### src/rtl/usb_endpoint_tx_packer_pkg.sv
// usbSpec: shared USB definitions used by the endpoint TX path.
package usbSpec;
  localparam int BYTE_W = 8;
endpackage

### src/rtl/usb_tx_pkt_assembler.sv
// usb_tx_pkt_assembler: collects stream bytes into one packet and decides when it closes.
module usb_tx_pkt_assembler
  import usbSpec::*;
#(
  parameter int MAX_PKT       = 8,
  parameter int FLUSH_TIMEOUT = 64
) (
  input  logic                          i_clk,
  input  logic                          i_rst,
  input  logic                          i_byteValid,
  output logic                          o_byteReady,
  input  logic [BYTE_W-1:0]             i_byte,
  input  logic                          i_flush,
  input  logic                          i_take,
  output logic                          o_full,
  output logic                          o_closePending,
  output logic [BYTE_W*MAX_PKT-1:0]     o_data,
  output logic [$clog2(MAX_PKT):0]      o_nBytes
);
  localparam int NBW = $clog2(MAX_PKT) + 1;
  localparam int TW  = FLUSH_TIMEOUT > 0 ? $clog2(FLUSH_TIMEOUT + 1) : 1;
  logic [BYTE_W*MAX_PKT-1:0] data_q, data_d;
  logic [NBW-1:0]            nbytes_q, nbytes_d;
  logic                      pend_q, pend_d;
  logic [TW-1:0]             timer_q, timer_d;
  logic                      accept;
  assign o_full         = nbytes_q == NBW'(MAX_PKT);
  assign o_byteReady    = !o_full && !pend_q;
  assign accept         = i_byteValid && o_byteReady;
  assign o_closePending = pend_q;
  assign o_data         = data_q;
  assign o_nBytes       = nbytes_q;
  // the idle timer only runs while a partial packet sits unclosed
  always_comb begin
    data_d   = data_q;
    nbytes_d = nbytes_q;
    pend_d   = pend_q;
    timer_d  = timer_q;
    if (i_take) begin
      data_d   = '0;
      nbytes_d = '0;
      pend_d   = 1'b0;
      timer_d  = '0;
    end else begin
      for (int k = 0; k < MAX_PKT; k++)
        if (accept && nbytes_q == NBW'(k)) data_d[k*BYTE_W +: BYTE_W] = i_byte;
      nbytes_d = nbytes_q + NBW'(accept);
      pend_d   = pend_q || (i_flush && !o_full);
      if (accept || nbytes_q == '0) timer_d = '0;
      else if (!pend_q && FLUSH_TIMEOUT > 0) begin
        timer_d = timer_q + 1'b1;
        if (timer_q == TW'(FLUSH_TIMEOUT - 1)) pend_d = 1'b1;
      end
    end
  end
  always_ff @(posedge i_clk or posedge i_rst)
    if (i_rst) begin
      data_q   <= '0;
      nbytes_q <= '0;
      pend_q   <= 1'b0;
      timer_q  <= '0;
    end else begin
      data_q   <= data_d;
      nbytes_q <= nbytes_d;
      pend_q   <= pend_d;
      timer_q  <= timer_d;
    end
endmodule

### src/rtl/usb_endpoint_tx_packer.sv
// usb_endpoint_tx_packer: double-buffered byte-to-packet packer feeding the endpoint TX port.
module usb_endpoint_tx_packer
  import usbSpec::*;
#(
  parameter int MAX_PKT       = 8,
  parameter int FLUSH_TIMEOUT = 64
) (
  input  logic                      i_clk,
  input  logic                      i_rst,
  input  logic                      i_halt,
  output logic                      o_etStall,
  input  logic                      i_byteValid,
  output logic                      o_byteReady,
  input  logic [BYTE_W-1:0]         i_byte,
  input  logic                      i_flush,
  input  logic                      i_etReady,
  output logic                      o_etValid,
  output logic [BYTE_W*MAX_PKT-1:0] o_etData,
  output logic [$clog2(MAX_PKT):0]  o_etData_nBytes,
  output logic                      o_idle
);
  localparam int NBW = $clog2(MAX_PKT) + 1;
  logic                      asm_full, asm_pend, take, deq;
  logic [BYTE_W*MAX_PKT-1:0] asm_data;
  logic [NBW-1:0]            asm_nbytes;
  logic                      out_valid_q, out_valid_d, stall_q, stall_d;
  logic [BYTE_W*MAX_PKT-1:0] out_data_q, out_data_d;
  logic [NBW-1:0]            out_nbytes_q, out_nbytes_d;
  usb_tx_pkt_assembler #(.MAX_PKT(MAX_PKT), .FLUSH_TIMEOUT(FLUSH_TIMEOUT)) u_asm (
    .i_clk          (i_clk),
    .i_rst          (i_rst),
    .i_byteValid    (i_byteValid),
    .o_byteReady    (o_byteReady),
    .i_byte         (i_byte),
    .i_flush        (i_flush),
    .i_take         (take),
    .o_full         (asm_full),
    .o_closePending (asm_pend),
    .o_data         (asm_data),
    .o_nBytes       (asm_nbytes)
  );
  // a stalled handshake is not a dequeue, so the packet is held until halt clears
  assign deq  = i_etReady && out_valid_q && !stall_q;
  assign take = (asm_full || asm_pend) && (!out_valid_q || deq);
  always_comb begin
    out_valid_d  = take || (out_valid_q && !deq);
    out_data_d   = take ? asm_data : deq ? '0 : out_data_q;
    out_nbytes_d = take ? asm_nbytes : deq ? '0 : out_nbytes_q;
    stall_d      = i_halt;
  end
  always_ff @(posedge i_clk or posedge i_rst)
    if (i_rst) begin
      out_valid_q  <= 1'b0;
      out_data_q   <= '0;
      out_nbytes_q <= '0;
      stall_q      <= 1'b0;
    end else begin
      out_valid_q  <= out_valid_d;
      out_data_q   <= out_data_d;
      out_nbytes_q <= out_nbytes_d;
      stall_q      <= stall_d;
    end
  assign o_etValid       = out_valid_q;
  assign o_etData        = out_data_q;
  assign o_etData_nBytes = out_nbytes_q;
  assign o_etStall       = stall_q;
  assign o_idle          = !out_valid_q && asm_nbytes == '0 && !asm_pend;
endmodule

### config.mk
export PLATFORM = sky130hd
export DESIGN_NAME = usb_endpoint_tx_packer
export DESIGN_NICKNAME = d
export VERILOG_FILES = /design/src/rtl/usb_endpoint_tx_packer_pkg.sv /design/src/rtl/usb_tx_pkt_assembler.sv /design/src/rtl/usb_endpoint_tx_packer.sv
export SDC_FILE = /design/constraint.sdc
export NUM_CORES = 1
export LEC_CHECK = 0
export ABC_CLOCK_PERIOD_IN_PS = 4000
export CORE_ASPECT_RATIO = 0.5
export CORE_MARGIN = 1
export CORE_UTILIZATION = 50
export CTS_BUF_LIST = sky130_fd_sc_hd__clkbuf_8 sky130_fd_sc_hd__clkbuf_16
export CTS_CLUSTER_SIZE = 12
export DETAILED_ROUTE_END_ITERATION = 7
export PLACE_DENSITY = 0.73
export RECOVER_POWER = 25
export SLEW_MARGIN = 20
export SYNTH_ARGS = -nofsm -noshare
export SYNTH_HDL_FRONTEND = slang
export SYNTH_HIERARCHICAL = 1
export SYNTH_SLANG_ARGS = --single-unit
### constraint.sdc
create_clock -name i_clk -period 4 [get_ports i_clk]
set_clock_uncertainty 0.2 [all_clocks]
set_input_delay 0.8 -clock i_clk [delete_from_list [all_inputs] [get_ports i_clk]]
set_output_delay 0.8 -clock i_clk [all_outputs]
set_load 0.005 [all_outputs]
Word-level counts from Yosys, hierarchy flattened

Index checks and enable logic that the tools add are counted.

Flip-flop bits (word level): 146
Input bits: 14
Output and inout port bits: 72

$add $sub $neg: 2
Equality and inequality tests: 10
Multiplexer cells: 21
Reductions and logical operators: 37

Operators with widths:

| cell                                                | number |
|---|---|
| two-way mux 64 bit                                  | 3 |
| two-way mux 8 bit                                   | 8 |
| two-way mux 7 bit                                   | 3 |
| nonzero test 2 bit                                  | 9 |
| logical AND 1 bit                                   | 17 |
| equality test 4 x 3 -> 1 bit, second input constant | 4 |
| two-way mux 4 bit                                   | 3 |
| equality test 4 x 2 -> 1 bit, second input constant | 2 |
| adder 7 x 1 -> 7 bit, second input constant         | 1 |
| equality test 7 x 6 -> 1 bit, second input constant | 1 |
| logical NOT 1 bit                                   | 5 |
| logical OR 1 bit                                    | 5 |
| adder 4 x 1 -> 4 bit                                | 1 |
| equality test 4 x 1 -> 1 bit, second input constant | 1 |
| equality test 4 bit, second input constant          | 1 |
| logical NOT 4 bit                                   | 1 |
| two-way mux 1 bit                                   | 4 |
| != test 3 bit, second input constant                | 1 |

Depth between registers and ports, before layout

Word-level depth: 8
Depth in mapped cells: 10
Gate-level depth less buffers: 6

Hierarchy

Netlist, hierarchy kept.

By module, submodules not included:

| module                 | times used | cells an instance | area an instance (sq um) |
|---|---|---|---|
| usb_tx_pkt_assembler   | 1          | 368               | 3,408.3 |
| usb_endpoint_tx_packer | 1          | 161               | 2,497.4 |

Least setup slack after synthesis

No wires, ideal clock.

Kind: reg2reg
Start: register u_asm.nbytes_q[1] (netlist: u_asm/o_nBytes[1])
End: register u_asm.data_q[0] (netlist: u_asm/o_data[0])
Arrival time: 2.555 ns
Data required time: 3.664 ns
Setup slack: 1.109 ns
Cell stages (with the launch flop): 11
Buffers on the path: 5
Path through: dfrtp_1 > buf_2 > or4b_4 > inv_1 > nor2_1 > a21oi_2 > clkbuf_1 > clkbuf_1 > clkbuf_1 > clkbuf_1 > a21oi_1

RTL lines:

| element                                                  | line                         | RTL |
|---|---|---|
| from (decl)                                              | usb_tx_pkt_assembler.sv:23   | `logic [NBW-1:0] nbytes_q, nbytes_d;` |
| from (signal assigned)                                   | usb_tx_pkt_assembler.sv:64   | `nbytes_q <= nbytes_d;` |
| equality test 4 bit (*)                                  | usb_tx_pkt_assembler.sv:27   | `assign o_full = nbytes_q == NBW'(MAX_PKT);` |
| named net asm_full                                       | usb_endpoint_tx_packer.sv:23 | `logic asm_full, asm_pend, take, deq;` |
| logical OR 1 bit (*)                                     | usb_endpoint_tx_packer.sv:44 | `assign take = (asm_full \|\| asm_pend) && (!out_valid_q \|\| deq);` |
| logical AND 1 bit (*)                                    | usb_endpoint_tx_packer.sv:44 |  |
| named net take                                           | usb_endpoint_tx_packer.sv:23 |  |
| two-way mux 64 bit or nonzero test 2 bit (tied branches) | n/a                          |  |
| to (signal assigned)                                     | usb_tx_pkt_assembler.sv:63   | `data_q <= data_d;` |
| to (decl)                                                | usb_tx_pkt_assembler.sv:22   | `logic [BYTE_W*MAX_PKT-1:0] data_q, data_d;` |

The timed path passes the listed nets; every way through them passes the cells marked *.
A chain may end at the register's enable or synchronous reset.

Worst setup path in the final report

Start: register u_asm.nbytes_q[1] (netlist: u_asm/o_nBytes[1])
End: output o_byteReady

Word-level cells in the longest chain between the ends: 3

Ends and longest elaborated chain:

| element             | line                         | RTL |
|---|---|---|
| equality test 4 bit | usb_tx_pkt_assembler.sv:27   |  |
| named net asm_full  | usb_endpoint_tx_packer.sv:23 |  |
| logical NOT 1 bit   | usb_tx_pkt_assembler.sv:28   | `assign o_byteReady = !o_full && !pend_q;` |
| logical AND 1 bit   | usb_tx_pkt_assembler.sv:28   |  |
| to (decl)           | usb_endpoint_tx_packer.sv:13 | `output logic o_byteReady,` |

The timed path passes the listed nets, and every way through them passes these cells.

==> flow_metrics.py <==
metrics = {
    "grt": {
        "grt_max_degree": 76,
        "grt_overflow": 0,
        "grtUsageTotal": 0.247,
        "grt_pass1_wl_um": 22900,
        "grt_pass1_vias": 4202,
        "antenna_found_initial": 0,
    },
    "clock_tree": {
        "clk_latency_ns": 0.42,
        "cts_resized": 0,
        "clkTransAtPathRegs_ns": 0.06,
        "h-tree-depth": 4,
        "cts.sinks": 146,
        "cts_setup_buffers": 0,
        "clockRootBuffer": "clkbuf_16",
        "ctsHoldBuffers": 0,
        "cts_made_buffers": 17,
        "cts_tree": "done",
        "cts_buffer_depth": 2,
    },
    "drt": {
        "wl_um": 14200,
        "wl_per_cell_um": 18.9,
        "ant_nets": 0,
        "vias": 4474,
        "drt_iter0_markers": 525,
        "firstDrtPassIters": 5,
        "drc_errors": 0,
        "via_per_inst": 5.94,
    },
    "logic_synthesis": {
        "yosysSeqAreaShare": 0.619,
        "synthDistinctLibCells": 38,
        "ys_seq_elements": 146,
        "synthMuxAreaShare": 0.00424,
        "synth-compound-area-share": 0.219,
        "synth_top_family_by_area": "compound AO/OA/AOI/OAI gates",
        "yosys_warnings": 6,
        "synth_edf_count": 0,
        "synth-xor-area-share": 0.00742,
        "synthAdderAreaFrac": 0.00636,
        "synthesis.nets": 546,
        "synthArstFlopShare": 1.00,
        "syn_inst": 529,
        "synth_area_sq_mm": 0.00591,
        "ys_dominant_reg_cell": "dfrtp_1",
        "synthSimpleGateAreaFrac": 0.0981,
        "avgSynthCellArea_sq_um": 11.2,
    },
    "worst_setup_path": {
        "reg2regPathDepth": 6,
        "crit_path_start": "u_asm/o_nBytes[1]$_DFF_PP0_",
        "cp_max_fo": 13,
        "crit_type": "flop to primary output",
        "arrival_ns": 2.19,
        "r2r_slack_ns": 1.33,
        "worstPathRequired_ns": 3.00,
        "crit_path_end_kind": "primary output",
        "timing.rr.end": "o_etData[28]$_DFFE_PP0P_",
        "cp-start-kind": "flop",
        "cp-endpoint": "o_byteReady",
        "r2r_start": "u_asm/o_nBytes[1]$_DFF_PP0_",
    },
    "floorplan": {
        "start_util": 0.525,
        "io_pins": 86,
        "die_h_um": 78.9,
        "dieArea_sq_mm": 0.0123,
        "core.rowCount": 27,
        "core_sq_mm": 0.0112,
        "die_w_um": 156,
    },
    "sta": {
        "rsz0062_at_grt": "no",
        "post-route-min-period_ns": 3.19,
        "slew_violations": 117,
        "fin_tns_setup_ns": 0,
        "finalCritPeriodShare": 0.798,
        "setup_viol": 0,
        "finalHoldViolCount": 0,
        "worstMarginPinSlew_ns": 1.90,
        "hold_ws_ns": 0.283,
        "slew_headroom": -0.269,
        "max_freq_mhz": 313,
    },
    "pwr": {
        "peakVddDrop_mv": 0.376,
        "leakage_nw": 3.23,
        "p_per_area_mw_per_mm2": 578,
    },
    "outcome": {
        "status": "finished with violations",
        "violations": "max-capacitance violations, max-slew violations",
    },
    "job": {
        "cap_violations": 2,
    },
    "finish": {
        "final_cell_mix": "dfrtp_1, clkdlybuf4s50_1, a22o_1, a21oi_1, nand3_1",
        "diodes": 0,
        "fin_util": 0.660,
        "finalNonFillerCells": 753,
        "layout.cells.most_common": "dfrtp_1",
        "nets": 599,
        "final_layout_size_suffix_gt1_frac": 0.0808,
        "n_fill_cell": 853,
        "synthToLayoutAreaGrowth_pct": 25.7,
        "design_area_sq_mm": 0.00742,
    },
    "place": {
        "io_buffers": 85,
        "gp_congestion": 0.752,
        "place_area_sq_mm": 0.00682,
        "dp_cells": 722,
        "dp_hpwl_um": 8390,
    },
    "worst_hold_path": {
        "min_path_type": "flop to flop",
    },
}
-- power breakdown --
group | switching, W | leakage (nW) | internal (W)
combinational | 0.000489 | 0.916 | 0.000338
clock | 0.000603 | 0.300 | 0.00106
sequential | 0.000147 | 2.01 | 0.00165
-- sequential cells by signal, summed over array words and instances, names as in the netlist --
signal and count:
u_asm/o_closePending 1, u_asm/timer_q 7, o_etStall 1, u_asm/o_data 64
o_etData_nBytes 4, o_etValid 1, u_asm/o_nBytes 4, o_etData 64
-- cell usage after synthesis (4+ instances only) --
cell type	n	area share
a21oi_1	68	0.058
a22o_1	68	0.10
buf_2	9	0.0076
clkbuf_1	46	0.029
dfrtp_1	146	0.62
nand2_1	5	0.0032
nand3_1	65	0.055
nor2_1	10	0.0064
nor2b_1	5	0.0053
o21ai_0	62	0.053
o21ai_1	5	0.0042
xor2_1	4	0.0059
-- stage by stage --
stage | worst slack (ns) | power, W
floorplan | 1.06 | 0.00230
global placement | 0.961 | 0.00262
detailed placement | 0.912 | 0.00264
CTS | 0.777 | 0.00430
global route | 0.688 | 0.00448
finish | 0.809 | 0.00429
-- worst min path at each step --
| stage | to | cells past startpoint | from | slack [ns] |
|---|---|---|---|---|
| 3_3_place_gp | o_etData[61]$_DFFE_PP0P_ | 1 | u_asm/o_data[61]$_DFFE_PP0P_ | 0.27 |
| 5_1_grt | o_etData[51]$_DFFE_PP0P_ | 1 | u_asm/o_data[51]$_DFFE_PP0P_ | 0.29 |
| 2_1_floorplan | o_etData[11]$_DFFE_PP0P_ | 1 | u_asm/o_data[11]$_DFFE_PP0P_ | 0.26 |
| 6_report | o_etData[52]$_DFFE_PP0P_ | 1 | u_asm/o_data[52]$_DFFE_PP0P_ | 0.28 |
| 3_5_place_dp | o_etData[4]$_DFFE_PP0P_ | 1 | u_asm/o_data[4]$_DFFE_PP0P_ | 0.28 |
| 4_1_cts | o_etData[52]$_DFFE_PP0P_ | 1 | u_asm/o_data[52]$_DFFE_PP0P_ | 0.29 |
-- area by class of cell --
cell class | instances | area [sq um] | area share
flip-flops and latches | 146 | 3650 | 0.492
repair buffers | 93 | 921 | 0.124
well taps | 159 | 199 | 0.0268
clock buffers | 22 | 494 | 0.0666
inverters | 3 | 11.3 | 0.00152
multi-input cells | 321 | 2010 | 0.271
clock inverters | 9 | 128 | 0.0172
-- logic make-up (layout without fill, tap and decap cells) --
| kind of cell | Yosys count | count (layout) |
|---|---|---|
| AO/OA/AOI/OAI | 206 | 206 |
| XOR/XNOR | 5 | 5 |
| adder cells (fa/ha/maj) | 3 | 3 |
| buffers and inverters | 62 | 127 |
| flip-flops | 146 | 146 |
| multiplexers | 2 | 2 |
| AND/OR/NAND/NOR | 105 | 105 |
-- critical path, cell delays in order, from the launching register on --
cell             delay [ns]
dfrtp_1                0.51
or4b_1                 0.64
inv_1                  0.11
nor2_1                 0.04
clkdlybuf4s50_1        0.47
-- layer usage --
| layer | share of wire | global-route usage |
|---|---|---|
| met4 | 0.0089 | 0.0588 |
| met2 | 0.46 | 0.358 |
| met5 | 0 | 0 |
| met1 | 0.45 | 0.361 |
| met3 | 0.085 | 0.0791 |
(Power assumes the default switching activity.)
